$ cat config.mk
export PLATFORM = sky130hd
export DESIGN_NAME = fdiv_ctrl_flat
export DESIGN_NICKNAME = d
export VERILOG_FILES = /design/src/rtl/fdiv_pkg.sv /design/src/rtl/fdiv_ctrl_if.sv /design/src/rtl/fdiv_core.sv /design/src/rtl/fdiv_ctrl.sv /design/src/flat_wrapper.sv
export SDC_FILE = /design/constraint.sdc
export NUM_CORES = 1
export LEC_CHECK = 0
export ABC_CLOCK_PERIOD_IN_PS = 4500
export CAP_MARGIN = 5
export CORE_MARGIN = 2
export CORE_UTILIZATION = 45
export DETAILED_ROUTE_END_ITERATION = 10
export PLACE_DENSITY = 0.66
export SLEW_MARGIN = 20
export SYNTH_ARGS = -nofsm -noshare
export SYNTH_HDL_FRONTEND = slang
export SYNTH_SLANG_ARGS = --single-unit
$ cat constraint.sdc
create_clock -name fin -period 4.5 [get_ports fin]
set_input_delay 0.675 -clock fin [delete_from_list [all_inputs] [get_ports fin]]
set_output_delay 0.675 -clock fin [all_outputs]
set_load 0.02 [all_outputs]
$ cat src/rtl/fdiv_pkg.sv
// Shared types and constants for the run-time clock divider controller.
`timescale 1ns/1ps
package fdiv_pkg;
    localparam int CNT_W_DEF   = 8;
    localparam int DEF_DIV_DEF = 4;
    localparam int MIN_DIV     = 2;

    typedef enum logic [1:0] {
        STOP   = 2'd0,
        RUN    = 2'd1,
        SWITCH = 2'd2
    } fdiv_state_e;
endpackage

$ cat src/rtl/fdiv_ctrl_if.sv
// Ratio request/acknowledge bundle between the requester and the divider controller.
`timescale 1ns/1ps
interface fdiv_ctrl_if
    import fdiv_pkg::*;
#(
    parameter int CNT_W = CNT_W_DEF
);
    logic             div_req;
    logic [CNT_W-1:0] div_in;
    logic             div_ack;
    logic             div_err;
    logic             busy;
    logic [CNT_W-1:0] cur_div;

    modport master (output div_req, div_in, input div_ack, div_err, busy, cur_div);
    modport slave  (input div_req, div_in, output div_ack, div_err, busy, cur_div);
endinterface

$ cat src/rtl/fdiv_core.sv
// Period counter: produces registered fout/tick and flags the last cycle of a period.
`timescale 1ns/1ps
module fdiv_core
    import fdiv_pkg::*;
#(
    parameter int CNT_W   = CNT_W_DEF,
    parameter int DEF_DIV = DEF_DIV_DEF
) (
    input  logic             fin,
    input  logic             rst,
    input  logic             en,
    input  logic [CNT_W-1:0] div_n,
    input  logic [CNT_W-1:0] div_hold,
    output logic             wrap,
    output logic             fout,
    output logic             tick
);
    logic [CNT_W-1:0] cnt_q, cnt_d, cnt_inc;
    logic             fout_q, fout_d, tick_q, tick_d;

    assign wrap = (cnt_q == div_n - CNT_W'(1));

    always_comb begin
        cnt_inc = wrap ? '0 : cnt_q + CNT_W'(1);
        // Stopping only ever takes effect on the last cycle of a period, so no runt pulse.
        if (en || !wrap) begin
            cnt_d  = cnt_inc;
            fout_d = (cnt_inc < (div_n >> 1));
            tick_d = (cnt_inc == div_n - CNT_W'(1));
        end else begin
            cnt_d  = div_hold - CNT_W'(1);
            fout_d = 1'b0;
            tick_d = 1'b0;
        end
    end

    always_ff @(posedge fin or negedge rst) begin
        if (!rst) begin
            cnt_q  <= CNT_W'(DEF_DIV - 1);
            fout_q <= 1'b0;
            tick_q <= 1'b0;
        end else begin
            cnt_q  <= cnt_d;
            fout_q <= fout_d;
            tick_q <= tick_d;
        end
    end

    assign fout = fout_q;
    assign tick = tick_q;
endmodule

$ cat src/rtl/fdiv_ctrl.sv
// Divider controller: FSM, pending ratio and request handshake around one fdiv_core.
`timescale 1ns/1ps
module fdiv_ctrl
    import fdiv_pkg::*;
#(
    parameter int CNT_W   = CNT_W_DEF,
    parameter int DEF_DIV = DEF_DIV_DEF
) (
    input  logic      fin,
    input  logic      rst,
    input  logic      en,
    fdiv_ctrl_if.slave bus,
    output logic      fout,
    output logic      tick
);
    fdiv_state_e      state_q, state_d;
    logic [CNT_W-1:0] cur_div_q, cur_div_d, pend_q, pend_d;
    logic             ack_q, ack_d, err_q, err_d, busy_q, busy_d;
    logic             wrap, req_fire, req_ok;

    // A request is not sampled while its predecessor is being acknowledged or one is pending.
    assign req_fire = bus.div_req && !ack_q && (state_q != SWITCH);
    assign req_ok   = (bus.div_in >= CNT_W'(MIN_DIV));

    fdiv_core #(
        .CNT_W   (CNT_W),
        .DEF_DIV (DEF_DIV)
    ) u_core (
        .fin      (fin),
        .rst      (rst),
        .en       (en),
        .div_n    (cur_div_q),
        .div_hold (cur_div_d),
        .wrap     (wrap),
        .fout     (fout),
        .tick     (tick)
    );

    always_ff @(posedge fin or negedge rst) begin
        if (!rst) begin
            state_q   <= RUN;
            cur_div_q <= CNT_W'(DEF_DIV);
            pend_q    <= '0;
            ack_q     <= 1'b0;
            err_q     <= 1'b0;
            busy_q    <= 1'b0;
        end else begin
            state_q   <= state_d;
            cur_div_q <= cur_div_d;
            pend_q    <= pend_d;
            ack_q     <= ack_d;
            err_q     <= err_d;
            busy_q    <= busy_d;
        end
    end

    always_comb begin
        state_d = state_q;
        case (state_q)
            STOP:    state_d = en ? RUN : STOP;
            RUN: begin
                if (wrap && !en)             state_d = STOP;
                else if (req_fire && req_ok) state_d = SWITCH;
            end
            SWITCH:  if (wrap) state_d = en ? RUN : STOP;
            default: state_d = RUN;
        endcase
    end

    always_comb begin
        cur_div_d = cur_div_q;
        pend_d    = pend_q;
        ack_d     = 1'b0;
        err_d     = 1'b0;
        if (req_fire && !req_ok) begin
            ack_d = 1'b1;
            err_d = 1'b1;
        end
        case (state_q)
            STOP: begin
                if (req_fire && req_ok) begin
                    cur_div_d = bus.div_in;
                    ack_d     = 1'b1;
                end
            end
            RUN:     if (state_d == SWITCH) pend_d = bus.div_in;
            SWITCH: begin
                if (wrap) begin
                    cur_div_d = pend_q;
                    ack_d     = 1'b1;
                end
            end
            default: ;
        endcase
        busy_d = (state_d == SWITCH);
    end

    assign bus.div_ack = ack_q;
    assign bus.div_err = err_q;
    assign bus.busy    = busy_q;
    assign bus.cur_div = cur_div_q;
endmodule
$ cat src/flat_wrapper.sv
// flat-port wrapper written by rule: the top's interface ports become plain ports
module fdiv_ctrl_flat import fdiv_pkg::*;
#(
    parameter int CNT_W   = CNT_W_DEF,
    parameter int DEF_DIV = DEF_DIV_DEF
)
  (fin, rst, en, fout, tick, bus_div_req, bus_div_in, bus_div_ack, bus_div_err, bus_busy, bus_cur_div);
  fdiv_ctrl_if #(.CNT_W(CNT_W)) bus_i ();
  input  logic fin;
  input  logic rst;
  input  logic en;
  output logic fout;
  output logic tick;
  input wire logic [$bits(bus_i.div_req)-1:0] bus_div_req;
  input wire logic [$bits(bus_i.div_in)-1:0] bus_div_in;
  output wire logic [$bits(bus_i.div_ack)-1:0] bus_div_ack;
  output wire logic [$bits(bus_i.div_err)-1:0] bus_div_err;
  output wire logic [$bits(bus_i.busy)-1:0] bus_busy;
  output wire logic [$bits(bus_i.cur_div)-1:0] bus_cur_div;
  assign bus_i.div_req = bus_div_req;
  assign bus_i.div_in = bus_div_in;
  assign bus_div_ack = bus_i.div_ack;
  assign bus_div_err = bus_i.div_err;
  assign bus_busy = bus_i.busy;
  assign bus_cur_div = bus_i.cur_div;
  fdiv_ctrl #(.CNT_W(CNT_W), .DEF_DIV(DEF_DIV)) u_core (.fin(fin), .rst(rst), .en(en), .bus(bus_i), .fout(fout), .tick(tick));
endmodule
; ---- After elaboration in Yosys (flattened, before gate mapping)
; Index checks and enable logic that the tools add are counted.
[word_totals]
output_inout_bits = 13
register_bits = 31
in_bits = 12
[op_classes]
n_mux = 16
n_addsub = 3
n_lt_le_gt_ge = 2
n_reduce_logical = 12
n_eq_ne = 6
[op_table]
columns = op, n
row1 = two-way mux 8 bit, 4
row2 = equality test 8 bit, 2
row3 = one-hot mux 8 bit (2 select lines), 1
row4 = subtractor 8 x 1 -> 8 bit (second input constant), 2
row5 = adder 8 x 1 -> 8 bit (second input constant), 1
row6 = greater-or-equal comparator 8 x 2 -> 1 bit (second input constant), 1
row7 = less-than comparator 8 x 7 -> 1 bit, 1
row8 = two-way mux 1 bit, 6
row9 = two-way mux 2 bit, 3
row10 = one-hot mux 2 bit (3 select lines), 1
row11 = logical AND 1 bit, 5
row12 = equality test 2 bit (second input constant), 2
row13 = zero test 1 bit, 4
row14 = equality test 2 x 1 -> 1 bit (second input constant), 1
row15 = zero test 2 bit, 1
row16 = != test 2 bit (second input constant), 1
row17 = one-hot mux 1 bit (2 select lines), 1
row18 = AND reduction 2 bit, 1
row19 = logical OR 1 bit, 1

; ---- Logic depth before layout (Yosys ltp)
; Gate-level depths: netlist of the first run.
[depth]
depth_word = 9
depth_mapped = 15
depth_no_buf = 13

; ---- Hierarchy
; From an unflattened synthesis of the first run, not the netlist that was laid out.
[hier_totals]
cells_unflattened = 226
area_unflattened_um2 = 2248.4
[by_module_without_submodules]
columns = mod, cells_each, area_each_um2, seq_area_each_um2, n_inst
row1 = fdiv_core, 153, 1273.7, 252.7, 1
row2 = fdiv_ctrl, 73, 974.7, 528.0, 1

; ---- Worst setup path after synthesis of the first run
; OpenSTA, ideal clock, no wires.
[synth_timing]
kind = register to register
startpoint = register u_core.cur_div_q[0] (netlist: u_core.bus.cur_div[0])
endpoint = register u_core.u_core.cnt_q[4]
required_time_ns = 4.368
arrival_ns = 3.286
path_buffers = 1
setup_ns = 0.132
setup_slack_ns = 1.082
period_less_slack_ns = 3.418
path_stages_with_launch = 15
cell_sequence = dfrtp_1 inv_1 ha_1 or3b_1 xnor2_1 nor4_1 and3_1 buf_6 a31oi_2 a221oi_2 ha_1 inv_1 nor3_1 xnor2_1 o22ai_1
[synth_via]
elab_chain_cells = 6
elab_cells_between_ends = 10
cone_classes = add/sub (2) / eq/ne (1) / mux (5) / reduce/logical (2)
[synth_rtl]
columns = element, line
row1 = from (decl), fdiv_ctrl.sv:17  ; logic [CNT_W-1:0] cur_div_q, cur_div_d, pend_q, pend_d;
row2 = from (signal assigned), fdiv_ctrl.sv:42  ; cur_div_q <= CNT_W'(DEF_DIV);
row3 = from (signal assigned), fdiv_ctrl.sv:49  ; cur_div_q <= cur_div_d;
row4 = subtractor 8 x 1 -> 8 bit, fdiv_core.sv:21  ; assign wrap = (cnt_q == div_n - CNT_W'(1));
row5 = equality test 8 bit, fdiv_core.sv:21
row6 = two-way mux 8 bit, fdiv_ctrl.sv:88  ; if (wrap) begin
row7 = one-hot mux 8 bit (2 select lines), fdiv_ctrl.sv:79  ; case (state_q)
row8 = subtractor 8 x 1 -> 8 bit, fdiv_core.sv:31  ; cnt_d = div_hold - CNT_W'(1);
row9 = two-way mux 8 bit *, fdiv_core.sv:26  ; if (en || !wrap) begin
row10 = via u_core.u_core.cnt_d[4], fdiv_core.sv:18  ; logic [CNT_W-1:0] cnt_q, cnt_d, cnt_inc;
row11 = to (signal assigned), fdiv_core.sv:39  ; cnt_q <= CNT_W'(DEF_DIV - 1);
row12 = to (signal assigned), fdiv_core.sv:43  ; cnt_q <= cnt_d;
row13 = to (decl), fdiv_core.sv:18
; Mark *: on every way through the listed nets, which the timed path passes. The rest lies on a longest branch.
; A chain may end at the register's enable or synchronous reset.

; ---- Worst setup path after layout of the first run
; Ends and elaborated chain as after synthesis.

==> results of run 1 <==
## cell usage after synthesis, types with 2 or more instances
cell      instances
buf_6             3
clkbuf_1          2
dfrtp_1          27
nand2b_1          2
and4_1            2
a211o_1           3
buf_2             4
xnor2_1          16
dfstp_2           4
o21ai_0           8
nand3_2           2
a22oi_1           4
nand2_1          19
o22ai_1           9
nor2_1           16
a221o_1           3
a21oi_1           9
nor3_4            2
a31oi_1           3
and3_1            8
nor3_1            6
and2_1            3
a41oi_1           2
nor4_1            4
nand3_1           8
a211oi_1          4
mux2_2           10
o21a_1            2
inv_1            16
xor2_1            8
o211ai_1          2
ha_1              9
## state kept, by name, summed over array words and instances, names as in the netlist
register	flops
u_core.u_core.fout	1
u_core.u_core.tick	1
u_core.bus.div_err	1
u_core.bus.cur_div	8
u_core.bus.div_ack	1
u_core.pend_q	8
u_core.u_core.cnt_q	8
u_core.bus.busy	1
u_core.state_q	2
## final cells by class
class                   instances  area [sq um]  share of cell area
flip-flops and latches         31         780.7              0.2946
well taps                      67         83.83             0.03163
clock inverters                 1         5.005            0.001889
repair buffers                 26         255.2             0.09632
clock buffers                   7         76.32             0.02880
inverters                      17         63.81             0.02408
multi-input cells             184          1385              0.5227
## kinds of logic (layout without fill, tap and decap cells)
kind of cell / after synthesis / count (layout) / synth area share
compound gates: 59 / 59 / 0.1985
mux: 10 / 10 / 0.04907
flops: 31 / 31 / 0.3402
xor+xnor: 26 / 26 / 0.1085
fa+ha+maj: 9 / 9 / 0.04907
buf+inv: 27 / 51 / 0.05616
simple gates: 80 / 80 / 0.1985
## per-layer routing
metal	track usage	routed length [microns]	vias up
met1	0.3052	2547	921
li1	-	-	930
met5	0	0	-
met4	0.08772	99	0
met2	0.3507	2674	51
met3	0.03704	265	9
## final timing paths
path	from	end	cells after the start
min	u_core.pend_q[6]$_DFFE_PN0P_	u_core.pend_q[6]$_DFFE_PN0P_	1
max in group asynchronous	rst	u_core.state_q[0]$_DFF_PN1_	2
min reg2reg	u_core.pend_q[6]$_DFFE_PN0P_	u_core.pend_q[6]$_DFFE_PN0P_	1
min in group asynchronous	rst	u_core.u_core.cnt_q[3]$_DFF_PN0_	2
max reg2reg	u_core.bus.cur_div[0]$_DFF_PN0_	u_core.u_core.cnt_q[4]$_DFF_PN0_	13
max	u_core.bus.cur_div[0]$_DFF_PN0_	u_core.u_core.cnt_q[4]$_DFF_PN0_	13
## critical path, cell delays in order, from the launching register on
cell and delay, ps:
dfrtp_1 470, inv_1 160, ha_1 290, or3b_1 430, xnor2_1 160, nor4_1 390
and3_1 440, a31oi_2 260, a221oi_2 430, ha_1 260, inv_1 70, nor3_1 220
xnor2_1 140, o22ai_1 100
## per-stage QoR
stage	util	total power (uW)	instance area (sq um)	std cells	hold WS [ps]
6_report	0.5501	2073	2650	333	512.2
5_1_grt	0.5501	2249	2650	333	534.0
4_1_cts	0.5501	2075	2650	333	513.8
3_5_place_dp	0.5332	1855	2569	325	498.8
3_3_place_gp	0.5332	1840	2569	325	494.3
2_1_floorplan	-	1523	2295	242	379.4
## report_power, final
group	internal [uW]	leakage, uW	switching, uW
clock	108	0.0000422	98.4
sequential	415	0.000367	190
combinational	581	0.000701	680
total	1100	0.00111	968
==> results.yml, run 1 <==
yosys:
  postSynthCellCount: 242
  synth.avg_cell_area_sq_um: 9.482
  synth_edf_count: 0
  netlist_area_sq_um: 2295
  async_flop_share: 1.000
  synth-seq-cells: 31
  synth_area_leader_cell: "dfrtp_1"
  yosysUniqueCellTypes: 54
  ys_seq_area_frac: 0.3402
  synth_ff_type: "dfrtp_1"
  synth_fp_nets: 263
  yosys_warnings: 0
  synth_top_cell_area_share: 0.2944
  synth_area_leaders: "dfrtp_1, xnor2_1, ha_1"
sta:
  drv_slew: 0
  timing.final.ws_setup_ps: 553.7
  setup_viol: 0
  rsz0062_at_grt: "false"
  setup_tns_ps: 0
  worstMarginPinSlew_ps: 809.4
  fmax_mhz: 253.4
  period_needed_ps: 3946
  final-hold-violation-count: 0
  slew_headroom: 0.4593
  fin_skew_ps: 6.828
  fin_crit_sh: 0.8770
placement:
  portBuffers: 24
  place_ws_ps: 615.2
  gp_congestion: 0.9750
  dpl.hpwl_mm: 4.341
global_route:
  grt_overflow: 0
  grt_pass1_wl_mm: 9.342
  gr-usage-all-layers: 0.2220
  grt_pass1_vias: 1856
  grt_max_degree: 32
  antenna_found_initial: 0
floorplan:
  initial_core_util: 0.4764
  design.die.area_sq_um: 5687
  row_count: 25
  core_area_sq_um: 4817
  ios: 25
  die_h_microns: 75.41
  dieWidth_microns: 75.41
worst_setup_path:
  start_kind: "flop"
  endpoint_kind: "flop"
  crit_type: "reg2reg"
  crit_fanout: 10
  required_ps: 4640
  r2r_setup_slack_ps: 550
  cp_data_arrival_time_ps: 4090
drt:
  drt_wl_total_mm: 5.586
  vias: 1911
  ant_nets: 0
  drt_iter0_markers: 158
  first_pass_iters: 4
  via_per_inst: 5.739
  wire_per_inst_microns: 16.77
  drcViolationCount: 0
finish:
  final_common_cell: "dfrtp_1"
  fin_nets: 286
  drive_above_1_share: 0.1391
  areaGrowthSynthToFinish_pct: 15.49
  fillers: 463
  mostFrequentLayoutCells: "dfrtp_1, clkdlybuf4s50_1, nand2_1"
  antennaDiodeCount: 0
clock_tree:
  insertion_delay_ps: 280
  cts_made_buffers: 5
  cts.reportedPaths.clkPinSlew_ps: 60
  root_buffer: "clkbuf_8"
  cts_sinks: 31
  cts_tree: "done"
  cts_resized: 0
  cts.htree.levels: 2
  ctsHoldBuffers: 0
  clockBufferDepth: 2
  postCtsSetupBuffers: 0
status:
  outcome: "completed"
run:
  max_cap_violations: 0
power_and_ir_drop:
  p_leak_uw: 0.001110
  power_density_nw_per_um2: 782.2
  ir_worst_vdd_mv: 0.4138
worst_hold_path:
  hold_class: "reg2reg"
Power figures use the tool's default switching activity.
==> inputs of run 2 (changes only) <==
--- a/config.mk
+++ b/config.mk
@@ -7,10 +7,9 @@
 export LEC_CHECK = 0
 export ABC_CLOCK_PERIOD_IN_PS = 4500
 export CAP_MARGIN = 5
-export CORE_MARGIN = 2
-export CORE_UTILIZATION = 45
+export CORE_UTILIZATION = 50
 export DETAILED_ROUTE_END_ITERATION = 10
-export PLACE_DENSITY = 0.66
+export PLACE_DENSITY = 0.72
 export SLEW_MARGIN = 20
 export SYNTH_ARGS = -nofsm -noshare
 export SYNTH_HDL_FRONTEND = slang
==> results.yml, run 2 (synthesis results as in run 1) <==
status:
  outcome: "completed"
global_route:
  grt_overflow: 0
  antenna_found_initial: 0
  grt_max_degree: 32
  grt_pass1_wl_mm: 9.259
  gr-usage-all-layers: 0.2469
  grt_pass1_vias: 1920
power_and_ir_drop:
  power_density_nw_per_um2: 791.7
  p_leak_uw: 0.001119
  ir_worst_vdd_mv: 0.3424
drt:
  ant_nets: 0
  first_pass_iters: 4
  vias: 1943
  drt_iter0_markers: 115
  wire_per_inst_microns: 17.33
  via_per_inst: 6.110
  drcViolationCount: 0
  drt_wl_total_mm: 5.512
run:
  max_cap_violations: 0
clock_tree:
  root_buffer: "clkbuf_8"
  insertion_delay_ps: 290
  clockBufferDepth: 2
  postCtsSetupBuffers: 0
  cts.htree.levels: 2
  cts_made_buffers: 5
  cts_resized: 0
  cts_tree: "done"
  cts.reportedPaths.clkPinSlew_ps: 60
  ctsHoldBuffers: 0
  cts_sinks: 31
sta:
  drv_slew: 0
  slew_headroom: 0.4693
  final-hold-violation-count: 0
  fin_crit_sh: 0.8599
  worstMarginPinSlew_ps: 794.4
  setup_viol: 0
  setup_tns_ps: 0
  rsz0062_at_grt: "false"
  fin_skew_ps: 3.989
  period_needed_ps: 3870
  fmax_mhz: 258.4
floorplan:
  core_area_sq_um: 4384
  ios: 25
  die_h_microns: 69.75
  initial_core_util: 0.5234
  dieWidth_microns: 69.75
  design.die.area_sq_um: 4864
  row_count: 24
worst_hold_path:
  whs_path_depth: 1
  hold_class: "reg2reg"
  min_from: "u_core.pend_q[0]$_DFFE_PN0P_"
  whs_endpoint: "u_core.pend_q[0]$_DFFE_PN0P_"
worst_setup_path:
  crit_type: "reg2reg"
  r2r_start: "u_core.bus.cur_div[0]$_DFF_PN0_"
  cp_data_arrival_time_ps: 4020
  rr_endpoint: "u_core.u_core.cnt_q[4]$_DFF_PN0_"
  crit_path_start: "u_core.bus.cur_div[0]$_DFF_PN0_"
  required_ps: 4650
  ff2ff_path_depth: 13
  start_kind: "flop"
  endpoint_kind: "flop"
  r2r_setup_slack_ps: 630
  crit_fanout: 10
placement:
  dpl.hpwl_mm: 4.185
  gp_congestion: 0.9299
  portBuffers: 24
  dp.cells: 310
finish:
  mostFrequentLayoutCells: "dfrtp_1, clkdlybuf4s50_1, nand2_1"
  fin_cells: 318
  drive_above_1_share: 0.1429
  final_common_cell: "dfrtp_1"
  antennaDiodeCount: 0
  fin_nets: 286
  areaGrowthSynthToFinish_pct: 15.49
-- run 2: cell types whose count changed in the layout (fill, tap and decap cells not counted) --
cell	previous run	this run
clkinv_2	1	0
clkbuf_1	2	1
clkbuf_8	5	7
-- run 2: power breakdown --
group / internal, uW / leakage, uW / switching (uW)
sequential: 415 / 0.000367 / 193
clock: 139 / 0.0000515 / 103
combinational: 582 / 0.000701 / 666
-- run 2: layer usage --
metal  vias to the layer above  wire length (microns)  track usage
met3                        14                    302      0.05233
met4                         0                    130       0.1067
met2                        67                   2699       0.4132
met5                         -                      0            0
met1                       929                   2379       0.3078
li1                        933                      -            -
-- run 2: worst max-delay path by stage --
stage,to,cells after the start
2_1_floorplan,u_core.u_core.cnt_q[4]$_DFF_PN0_,14
3_3_place_gp,u_core.u_core.cnt_q[4]$_DFF_PN0_,13
4_1_cts,u_core.u_core.cnt_q[4]$_DFF_PN0_,13
6_report,u_core.u_core.cnt_q[4]$_DFF_PN0_,13
3_5_place_dp,u_core.u_core.cnt_q[4]$_DFF_PN0_,13
5_1_grt,u_core.u_core.cnt_q[4]$_DFF_PN0_,13
-- run 2: critical path, cell delays in order, from the launching register on --
cell	delay [ps]
dfrtp_1	480
inv_1	170
ha_1	290
or3b_1	420
xnor2_1	150
nor4_1	360
and3_1	430
a31oi_2	240
a221oi_2	400
ha_1	250
inv_1	70
nor3_1	230
xnor2_1	150
o22ai_1	100
-- run 2: metrics by stage --
stage                     total power (uW)  cell area [sq um]    util  setup WS, ps  hold WS, ps
after global routing                  2258               2650  0.6045         301.8        533.3
final                                 2098               2650  0.6045         630.3        522.4
after CTS                             2092               2650  0.6045         651.0        524.7
after global placement                1821               2550  0.5816         807.6        507.4
after detailed placement              1839               2550  0.5816         674.4        506.7
after floorplan                       1523               2295       -          1082        379.4
-- run 2: final cells by class --
cell class / count / area (sq um)
clock buffer: 8 / 100.1
multi-input combinational: 184 / 1385
tap: 52 / 65.06
sequential: 31 / 780.7
inverter: 17 / 63.81
fill: 379 / 1734
timing repair buffer: 26 / 255.2
